<file path="src/rtl/regfile_dump_ctrl_pkg.sv">
// -----------------------------------------------------------------------------
// regfile_dump_ctrl_pkg
// Shared definitions for the register-file dump sequencer:
//   - state_t          : FSM state encoding (HEADER is only reachable when the
//                        design is built with REGFILE_DUMP_HEADER_EN defined)
//   - DUMP_HEADER_BYTE : sync byte sent ahead of the register stream
//   - bytes_per_word   : helper giving how many bytes make up one word
// -----------------------------------------------------------------------------
package regfile_dump_ctrl_pkg;

   typedef enum logic [2:0] {
      ST_IDLE    = 3'd0,
      ST_READ    = 3'd1,
      ST_CAPTURE = 3'd2,
      ST_SEND    = 3'd3,
      ST_DONE    = 3'd4,
      ST_HEADER  = 3'd5
   } state_t;

   localparam logic [7:0] DUMP_HEADER_BYTE = 8'hA5;

   localparam int DEFAULT_LEN     = 32;
   localparam int DEFAULT_NB_BYTE = 8;

   function automatic int bytes_per_word(input int len, input int nb_byte);
      return len / nb_byte;
   endfunction

   localparam int BYTES_PER_WORD = bytes_per_word(DEFAULT_LEN, DEFAULT_NB_BYTE);

endpackage

</file>
<file path="src/rtl/regfile_dump_ctrl_word_byte_serializer.sv">
// -----------------------------------------------------------------------------
// regfile_dump_ctrl_word_byte_serializer
// Holds one LEN-bit word and presents it MSB byte first. The word is shifted
// left by one byte on every accepted transfer; a down-counter tracks how many
// bytes remain so the controller knows when the last byte is on the output.
//
// Ports:
//   i_clk        system clock, rising edge
//   i_rst        asynchronous active-low reset
//   i_load       load i_load_word / i_load_last (has priority over shift)
//   i_load_word  word to serialise
//   i_load_last  index of the last byte (number of bytes - 1)
//   i_shift      current byte accepted by the sink, advance to the next one
//   o_byte       current byte (MSB byte of the shift register)
//   o_last       current byte is the last one of the loaded word
// -----------------------------------------------------------------------------
module regfile_dump_ctrl_word_byte_serializer #(
   parameter int LEN     = 32,
   parameter int NB_BYTE = 8,
   parameter int CNT_W   = 2
) (
   input  logic               i_clk,
   input  logic               i_rst,
   input  logic               i_load,
   input  logic [LEN-1:0]     i_load_word,
   input  logic [CNT_W-1:0]   i_load_last,
   input  logic               i_shift,
   output logic [NB_BYTE-1:0] o_byte,
   output logic               o_last
);

   logic [LEN-1:0]   shift_q;
   logic [CNT_W-1:0] cnt_q;

   always_ff @(posedge i_clk or negedge i_rst) begin
      if (!i_rst) begin
         shift_q <= '0;
         cnt_q   <= '0;
      end else if (i_load) begin
         shift_q <= i_load_word;
         cnt_q   <= i_load_last;
      end else if (i_shift) begin
         shift_q <= shift_q << NB_BYTE;
         if (cnt_q != '0) begin
            cnt_q <= cnt_q - 1'b1;
         end
      end
   end

   assign o_byte = shift_q[LEN-1 -: NB_BYTE];
   assign o_last = (cnt_q == '0);

endmodule

</file>
<file path="src/rtl/regfile_dump_ctrl.sv">
// -----------------------------------------------------------------------------
// regfile_dump_ctrl
// Debug-side sequencer that freezes the pipeline and streams every
// architectural register, big-endian, as bytes toward the UART transmitter.
// It owns register-file read port 1 and the pipeline enable while busy.
//
// Build option: REGFILE_DUMP_HEADER_EN - when defined, a two-byte header
// (0xA5, then NB_REG) is sent before register 0.
//
// Ports:
//   i_clk            system clock, rising edge
//   i_rst            asynchronous active-low reset
//   i_start          dump request, only looked at in IDLE
//   i_read_data      register file read port 1 data (one cycle after address)
//   i_tx_ready       byte sink can accept
//   o_read_register  register file read port 1 address
//   o_pipe_enable    pipeline enable, low while a dump is in progress
//   o_tx_data        byte toward the sink
//   o_tx_valid       o_tx_data valid
//   o_busy           dump in progress
//   o_done           one-cycle pulse at the end of a dump
//   o_state          current FSM state (debug visibility)
//
// Byte handshake: a byte moves on a rising edge where o_tx_valid and
// i_tx_ready are both 1. Once o_tx_valid is raised it stays high and
// o_tx_data stays constant until that transfer happens. o_tx_valid and
// o_tx_data are decoded from registers only, never from i_tx_ready.
// -----------------------------------------------------------------------------
module regfile_dump_ctrl
   import regfile_dump_ctrl_pkg::*;
#(
   parameter int LEN     = 32,
   parameter int NB_REG  = 32,
   parameter int NB_ADDR = 5,
   parameter int NB_BYTE = 8
) (
   input  logic               i_clk,
   input  logic               i_rst,
   input  logic               i_start,
   input  logic [LEN-1:0]     i_read_data,
   input  logic               i_tx_ready,
   output logic [NB_ADDR-1:0] o_read_register,
   output logic               o_pipe_enable,
   output logic [NB_BYTE-1:0] o_tx_data,
   output logic               o_tx_valid,
   output logic               o_busy,
   output logic               o_done,
   output logic [2:0]         o_state
);

   localparam int BPW   = bytes_per_word(LEN, NB_BYTE);
   localparam int CNT_W = (BPW > 1) ? $clog2(BPW) : 1;
   localparam logic [NB_ADDR-1:0] LAST_IDX = NB_ADDR'(NB_REG - 1);

   state_t             state, state_next;
   logic [NB_ADDR-1:0] index;
   logic               index_clr;
   logic               index_inc;
   logic               ser_load;
   logic               ser_shift;
   logic [LEN-1:0]     load_word;
   logic [CNT_W-1:0]   load_last;
   logic               ser_last;
   logic [NB_BYTE-1:0] ser_byte;
   logic               tx_valid;
   logic               xfer;

`ifdef REGFILE_DUMP_HEADER_EN
   // Header bytes occupy the top two byte lanes so the serializer sends them
   // in order with the same handshake as register data.
   logic [LEN-1:0] hdr_word;
   always_comb begin
      hdr_word = '0;
      hdr_word[LEN-1 -: NB_BYTE]         = NB_BYTE'(DUMP_HEADER_BYTE);
      hdr_word[LEN-NB_BYTE-1 -: NB_BYTE] = NB_BYTE'(NB_REG);
   end
   assign tx_valid = (state == ST_SEND) || (state == ST_HEADER);
`else
   assign tx_valid = (state == ST_SEND);
`endif

   assign xfer = tx_valid && i_tx_ready;

   // State register
   always_ff @(posedge i_clk or negedge i_rst) begin
      if (!i_rst) begin
         state <= ST_IDLE;
      end else begin
         state <= state_next;
      end
   end

   // Next-state and datapath control
   always_comb begin
      state_next = state;
      index_clr  = 1'b0;
      index_inc  = 1'b0;
      ser_load   = 1'b0;
      ser_shift  = 1'b0;
      load_word  = i_read_data;
      load_last  = CNT_W'(BPW - 1);
      case (state)
         ST_IDLE: begin
            if (i_start) begin
               index_clr = 1'b1;
`ifdef REGFILE_DUMP_HEADER_EN
               ser_load   = 1'b1;
               load_word  = hdr_word;
               load_last  = CNT_W'(1);
               state_next = ST_HEADER;
`else
               state_next = ST_READ;
`endif
            end
         end
`ifdef REGFILE_DUMP_HEADER_EN
         ST_HEADER: begin
            if (xfer) begin
               ser_shift = 1'b1;
               if (ser_last) begin
                  state_next = ST_READ;
               end
            end
         end
`endif
         // Address is presented during READ; the register file registers the
         // data on the edge that leaves READ, so it is valid in CAPTURE.
         ST_READ: begin
            state_next = ST_CAPTURE;
         end
         ST_CAPTURE: begin
            ser_load   = 1'b1;
            state_next = ST_SEND;
         end
         ST_SEND: begin
            if (xfer) begin
               ser_shift = 1'b1;
               if (ser_last) begin
                  if (index == LAST_IDX) begin
                     state_next = ST_DONE;
                  end else begin
                     index_inc  = 1'b1;
                     state_next = ST_READ;
                  end
               end
            end
         end
         ST_DONE: begin
            state_next = ST_IDLE;
         end
         default: begin
            state_next = ST_IDLE;
         end
      endcase
   end

   // Register index; stops at the last register, never wraps.
   always_ff @(posedge i_clk or negedge i_rst) begin
      if (!i_rst) begin
         index <= '0;
      end else if (index_clr) begin
         index <= '0;
      end else if (index_inc) begin
         index <= index + 1'b1;
      end
   end

   regfile_dump_ctrl_word_byte_serializer #(
      .LEN     (LEN),
      .NB_BYTE (NB_BYTE),
      .CNT_W   (CNT_W)
   ) u_serializer (
      .i_clk       (i_clk),
      .i_rst       (i_rst),
      .i_load      (ser_load),
      .i_load_word (load_word),
      .i_load_last (load_last),
      .i_shift     (ser_shift),
      .o_byte      (ser_byte),
      .o_last      (ser_last)
   );

   assign o_read_register = index;
   assign o_tx_data       = ser_byte;
   assign o_tx_valid      = tx_valid;
   assign o_busy          = (state != ST_IDLE);
   assign o_pipe_enable   = (state == ST_IDLE);
   assign o_done          = (state == ST_DONE);
   assign o_state         = state;

endmodule

</file>
<file path="config.mk">
export PLATFORM = sky130hd
export DESIGN_NAME = regfile_dump_ctrl
export DESIGN_NICKNAME = d
export VERILOG_FILES = /design/src/rtl/regfile_dump_ctrl_pkg.sv /design/src/rtl/regfile_dump_ctrl_word_byte_serializer.sv /design/src/rtl/regfile_dump_ctrl.sv
export SDC_FILE = /design/constraint.sdc
export NUM_CORES = 1
export LEC_CHECK = 0
export CAP_MARGIN = 0
export CORE_ASPECT_RATIO = 1.4
export CORE_MARGIN = 4
export CORE_UTILIZATION = 43
export DETAILED_ROUTE_END_ITERATION = 10
export GPL_ROUTABILITY_DRIVEN = 0
export GPL_TIMING_DRIVEN = 0
export PLACE_DENSITY = 0.76
export SETUP_SLACK_MARGIN = 0.4
export SYNTH_ARGS = -nofsm -noshare
export SYNTH_HDL_FRONTEND = slang
export SYNTH_SLANG_ARGS = --single-unit
</file>
<file path="constraint.sdc">
create_clock -name i_clk -period 2 [get_ports i_clk]
set_clock_uncertainty 0.1 [all_clocks]
set_input_delay 0.2 -clock i_clk [delete_from_list [all_inputs] [get_ports i_clk]]
set_output_delay 0.2 -clock i_clk [all_outputs]
set_load 0.02 [all_outputs]
</file>
==> metrics, run 1 <==
CP max stage delay=460 ps; die width=about 66 um; CTS sink count=42; RSZ-0062 raised after global routing=yes; Distinct cells, synth=32; sequential power share=between 30 and 40%; Iteration-0 DRC Markers=112; total global routing overflow=0; Nets=approximately 340; area grow syn2layout=75.9%; Routed Antenna Nets=0; Final Hold Fails=0; Num CTS Buffers=5; core area=between 4000 and 5000 um^2; H-tree depth=2; clk buf depth=2; Clk pwr share=12.3%; synth warn=0; DRC viols=0; # setup viols final=0; Final Slew Violations=0; quantity of I/O buffers inserted on ports=55; leak pwr=approximately 1.7 nW; Die ar.=5870 um^2; ratio of cells with drive above 1 in the final layout=45.4%; row count=29; CP startpoint=o_read_register[0]$_DFFE_PN0P_; Final Critical Period=1970 ps; worst setup margin=33.2 ps; Post-synth EDFFs=0; clk_lat worst skew=300 ps; CP Class=reg2reg; switch share=around two fifths; Die Y=89.1 um; Net Count, Synth=around 240; Psw=1.80 mW; R2R Path Start=o_read_register[0]$_DFFE_PN0P_; Slew HR=between 60% and 70%; Slew @ Worst Pin=approximately 460 ps; DR WL/cell=18.4 um; CTS tree=yes; dpl hpwl=3500 um; P_int=2.84 mW; asr flop ratio synth=100%; initial antenna violation count=0; crit start category=flop; vias in the first global route=1866; Max Cap Viol=0; Max stage delay cell, worst path=or4_4; combinational power share=57.1%; VDD IR max=~0.79 mV; FMAX=~500 MHz; commonest non-fill, non-tap cell in the layout=dfrtp_1; clock transition at the registers of the reported paths=approximately 80 ps; gr usage total=20.1%; Antenna diodes=0; Layout Utilization=between 70% and 80%; total number of vias=2015; WP data required=around 2100 ps; synthesized area=a little over 2000 um^2; clock root buffer=clkbuf_8; first-pass GRT wire length=a little under 9000 um; CP arrival=2100 ps; Starting Density=44.5%; Seq/Total Area, Yosys=52.1%; largest fanout on the critical path=3; pre-CTS WS=-3.97 ps; CP dominant cell by count=ha_4; Primary FF master, synth=dfrtp_1; 1st-pass router iterations=4; commonest cells after routing, fill and taps aside=dfrtp_1 (38), clkdlybuf4s50_1 (34), buf_4 (33); pin count of the biggest net entering global routing=29; critical-path cell list=ha_4 -> and3_4 -> ha_4 -> nand3b_1 -> or4_4 -> a21oi_2; drt total wl=around 6800 um; Yosys reg bits=between 40 and 50; Gate Count Post-Synth=200; Setup crit end kind=flop; vias per cell=5.48; Worst Hold Class=in2async; Mean Syn Cell Area=10.1 um^2; final worst-path cycle share=98.3%; outcome=complete, no violations; IO Pins=56; PwrDens=1310 nW/um^2
logic make-up after synthesis:
| logic type | Yosys count | share of synthesized area [%] |
|---|---|---|
| adders and majority gates | 3 | 1.86 |
| buffers and inverters | 27 | 8.31 |
| and+or+nand+nor | 81 | 21.2 |
| AOI/OAI and AO/OA | 45 | 15.6 |
| muxes | 2 | 0.992 |
| DFF | 42 | 52.1 |
repair_timing:
action,CTS,global route
endpoints found under the setup margin,56,46
pin swaps,29,25
resized for setup,86,57
endpoints found under the hold margin,14,0
cloned,3,1
setup buffers,22,15
hold buffers,1,0
registers in the layout, indices dropped and copies added (netlist names):
register and flops:
o_read_register 5, o_state 3, u_serializer.cnt_q 2, u_serializer.shift_q 32
worst max-delay path: cells and delay by family, from the launching register on:
| kind | cells | cell delay [ps] |
|---|---|---|
| AO/OA/AOI/OAI | 1 | 150 |
| adder cells (fa/ha/maj) | 2 | 330 |
| flip-flops | 1 | 440 |
| AND/OR/NAND/NOR | 3 | 880 |
metrics by stage:
stage               hold slack [ps]  total power [mW]  cell area, um^2  TNS [ps]  cells
CTS                             248              4.10             3220         0    352
detailed placement             29.6              3.16             2760     -3.97    318
global placement                366              3.10             2740    -18440    317
global route                    278              4.87             3550     -46.6    368
finish                          241              4.64             3550         0    368
floorplan                      -196              2.55             2110         0    200
cells in the mapped netlist (2+ instances only):
library cell / instances / area, um^2
and3_1: 18 / 113
o21ai_0: 4 / 20.0
nand3b_1: 2 / 15.0
dfrtp_1: 42 / 1050
nand2_1: 24 / 90.1
a221o_1: 16 / 160
buf_6: 3 / 33.8
nor2_1: 12 / 45.0
buf_4: 9 / 67.6
a21oi_1: 22 / 110
buf_2: 8 / 40.0
nand3_1: 12 / 60.1
ha_1: 3 / 37.5
mux2i_1: 2 / 20.0
inv_1: 4 / 15.0
clkbuf_1: 3 / 11.3
worst paths after layout:
kind / cells past startpoint / slack, ps / end
max: 6 / 30 / o_read_register[3]$_DFFE_PN0P_
min: 2 / 240 / o_read_register[2]$_DFFE_PN0P_
max reg2reg: 6 / 30 / o_read_register[3]$_DFFE_PN0P_
min reg2reg: 1 / 390 / u_serializer.cnt_q[0]$_DFFE_PN0P_
max in group asynchronous: 3 / 1070 / o_state[2]$_DFFE_PN0P_
min in group i_clk: 3 / 320 / u_serializer.shift_q[1]$_DFFE_PN0P_
area by class of cell:
type	count	area, um^2
Multi-Input combinational cell	131	1120
Sequential cell	42	1060
Fill cell	263	986
Timing Repair Buffer	98	943
Buffer	23	243
Clock buffer	7	86.3
Tap cell	62	77.6
Inverter	4	17.5
Clock inverter	1	5.00
power groups by stage:
stage | clock network (mW) | registers, mW | logic [mW]
floorplan | 0 | 1.39 | 1.16
global placement | 0 | 1.37 | 1.73
detailed placement | 0 | 1.38 | 1.78
CTS | 0.572 | 1.38 | 2.14
global route | 0.609 | 1.45 | 2.81
finish | 0.572 | 1.42 | 2.65
metal layers:
| metal | up-vias | share of wire [%] | global-route usage [%] |
|---|---|---|---|
| met5 | - | 0 | 0 |
| met4 | 0 | 4.8 | 5.66 |
| met3 | 26 | 3.9 | 3.90 |
| met2 | 54 | 52 | 36.7 |
| met1 | 1013 | 40 | 23.7 |
| li1 | 922 | - | - |
No activity file was read; power rests on OpenSTA's default activity.
==> inputs of run 2 (changes only) <==
- CORE_UTILIZATION: 43 -> 25
- PLACE_DENSITY: 0.76 -> unset
==> metrics, run 2 (synthesized netlist as in run 1, its figures left out) <==
first-pass GRT wire length=9030 um; CTS sink count=42; leak pwr=1.53 nW; Iteration-0 DRC Markers=80; ratio of cells with drive above 1 in the final layout=38.8%; pin count of the biggest net entering global routing=37; Starting Density=25.9%; Psw=1.57 mW; Die ar.=~9600 um^2; Die Y=between 100 and 150 um; IO Pins=between 50 and 60; VDD IR max=0.385 mV; total number of vias=1795; largest fanout on the critical path=3; Crit path depth=7; P_int=2.65 mW; placed cell areas=about 2800 um^2; # setup viols final=0; Setup crit end kind=flop; Nets=327; area grow syn2layout=66.8%; Antenna diodes=0; vias in the first global route=1848; Final Critical Period=approximately 1900 ps; Max Cap Viol=0; vias per cell=~4.6; clock transition at the registers of the reported paths=80 ps; CP max stage delay=430 ps; RSZ-0062 raised after global routing=yes; CP arrival=roughly 2000 ps; FMAX=535 MHz; clock root buffer=clkbuf_8; Slew HR=approximately three fifths; total power=4.21 mW; commonest non-fill, non-tap cell in the layout=dfrtp_1; commonest cells after routing, fill and taps aside=dfrtp_1 (38), clkdlybuf4s50_1 (34), nand2_1 (24); final worst-path cycle share=between 90% and 100%; initial antenna violation count=0; H-tree depth=2; 1st-pass router iterations=4; quantity of I/O buffers inserted on ports=55; FF-to-FF path depth=7; outcome=complete, no violations; dpl hpwl=3810 um; total global routing overflow=0; Worst Hold Class=in2async; WP data required=~2100 ps; Final Hold Fails=0; clk buf depth=2; Clk pwr share=12.8%; Num CTS Buffers=5; DR WL/cell=14.4 um; row count=38; critical-path cell list=ha_4 -> and3_4 -> ha_4 -> nand3b_1 -> buf_6 -> or3_1 -> a21oi_2; post-route cell area=3370 um^2; DRC viols=0; Routed Antenna Nets=0; crit start category=flop; Fill cells=753; TNS Setup=0 ps; CP Class=reg2reg; Final Slew Violations=0; CP dominant cell by count=ha_4; Max stage delay cell, worst path=dfrtp_2; pre-CTS WS=-39.8 ps; PwrDens=1250 nW/um^2; core area=7800 um^2; Multi-input gate area=1050 um^2; Slew @ Worst Pin=about 600 ps; die width=~84 um; gr usage total=11.8%; max reg flops=32; worst reg2reg setup slack=around 130 ps; critical path buffer and inverter count=1; CTS tree=yes; Crit path max-delay family=simple AND/OR/NAND/NOR gates; switch share=37.2%; largest reg by FF count=u_serializer.shift_q; worst setup margin=~130 ps; drt total wl=roughly 5600 um; clk_lat worst skew=300 ps; combinational power share=54.8%; register area=1060 um^2; sequential power share=32.5%
## run 2: worst register-to-register path: stages (launching register included)
cell and delay, ps:
dfrtp_2 430, ha_4 160, and3_4 180, ha_4 150, nand3b_1 200, buf_6 160
or3_1 320, a21oi_2 120
## run 2: repair_timing
| item | in CTS | in global routing |
|---|---|---|
| setup endpoints to repair | 53 | 46 |
| endpoints found under the hold margin | 42 | 0 |
| pin swaps | 6 | 19 |
| hold buffers | 1 | 0 |
| gates resized for setup | 74 | 36 |
| gates cloned | 2 | 2 |
| buffers inserted | 10 | 10 |
## run 2: path summary, 6_finish.rpt
| check | start | end |
|---|---|---|
| worst max-delay path | o_read_register[0]$_DFFE_PN0P_ | o_read_register[0]$_DFFE_PN0P_ |
| max in group asynchronous | i_rst | u_serializer.shift_q[25]$_DFFE_PN0P_ |
| worst min register to register | u_serializer.cnt_q[0]$_DFFE_PN0P_ | u_serializer.cnt_q[0]$_DFFE_PN0P_ |
| worst min-delay path | i_rst | o_read_register[2]$_DFFE_PN0P_ |
| worst max register to register | o_read_register[0]$_DFFE_PN0P_ | o_read_register[0]$_DFFE_PN0P_ |
| min in group i_clk | i_read_data[4] | u_serializer.shift_q[4]$_DFFE_PN0P_ |
## run 2: power by group through the flow
stage	sequential [mW]	clock [mW]	combinational [mW]
2_1_floorplan	1.39	0	1.16
3_3_place_gp	1.37	0	1.76
3_5_place_dp	1.38	0	1.80
4_1_cts	1.37	0.560	2.04
5_1_grt	1.41	0.597	2.52
6_report	1.37	0.539	2.31
## run 2: metal layers
layer | wire length, um | track usage (%)
met5 | 0 | 0
met4 | 68 | 4.51
met3 | 221 | 2.45
met2 | 2990 | 21.2
met1 | 2320 | 13.6
## run 2: cell type report
class                      instances  share of cell area, %
buffer                            23                   6.87
clock buffer                       6                   2.16
clock inverter                     2                  0.409
inverter                           4                  0.446
multi-input combinational        131                   31.3
sequential                        42                   31.4
tap                              100                   3.72
timing repair buffer              81                   23.7
## run 2: stage by stage
step / std cells / hold WS [ps] / utilization [%]
after CTS: 377 / 176 / 40.2
after detailed placement: 356 / -44.7 / 36.0
after global routing: 389 / 205 / 43.2
after global placement: 355 / 363 / 35.8
after floorplan: 200 / -196 / -
final: 389 / 183 / 43.2
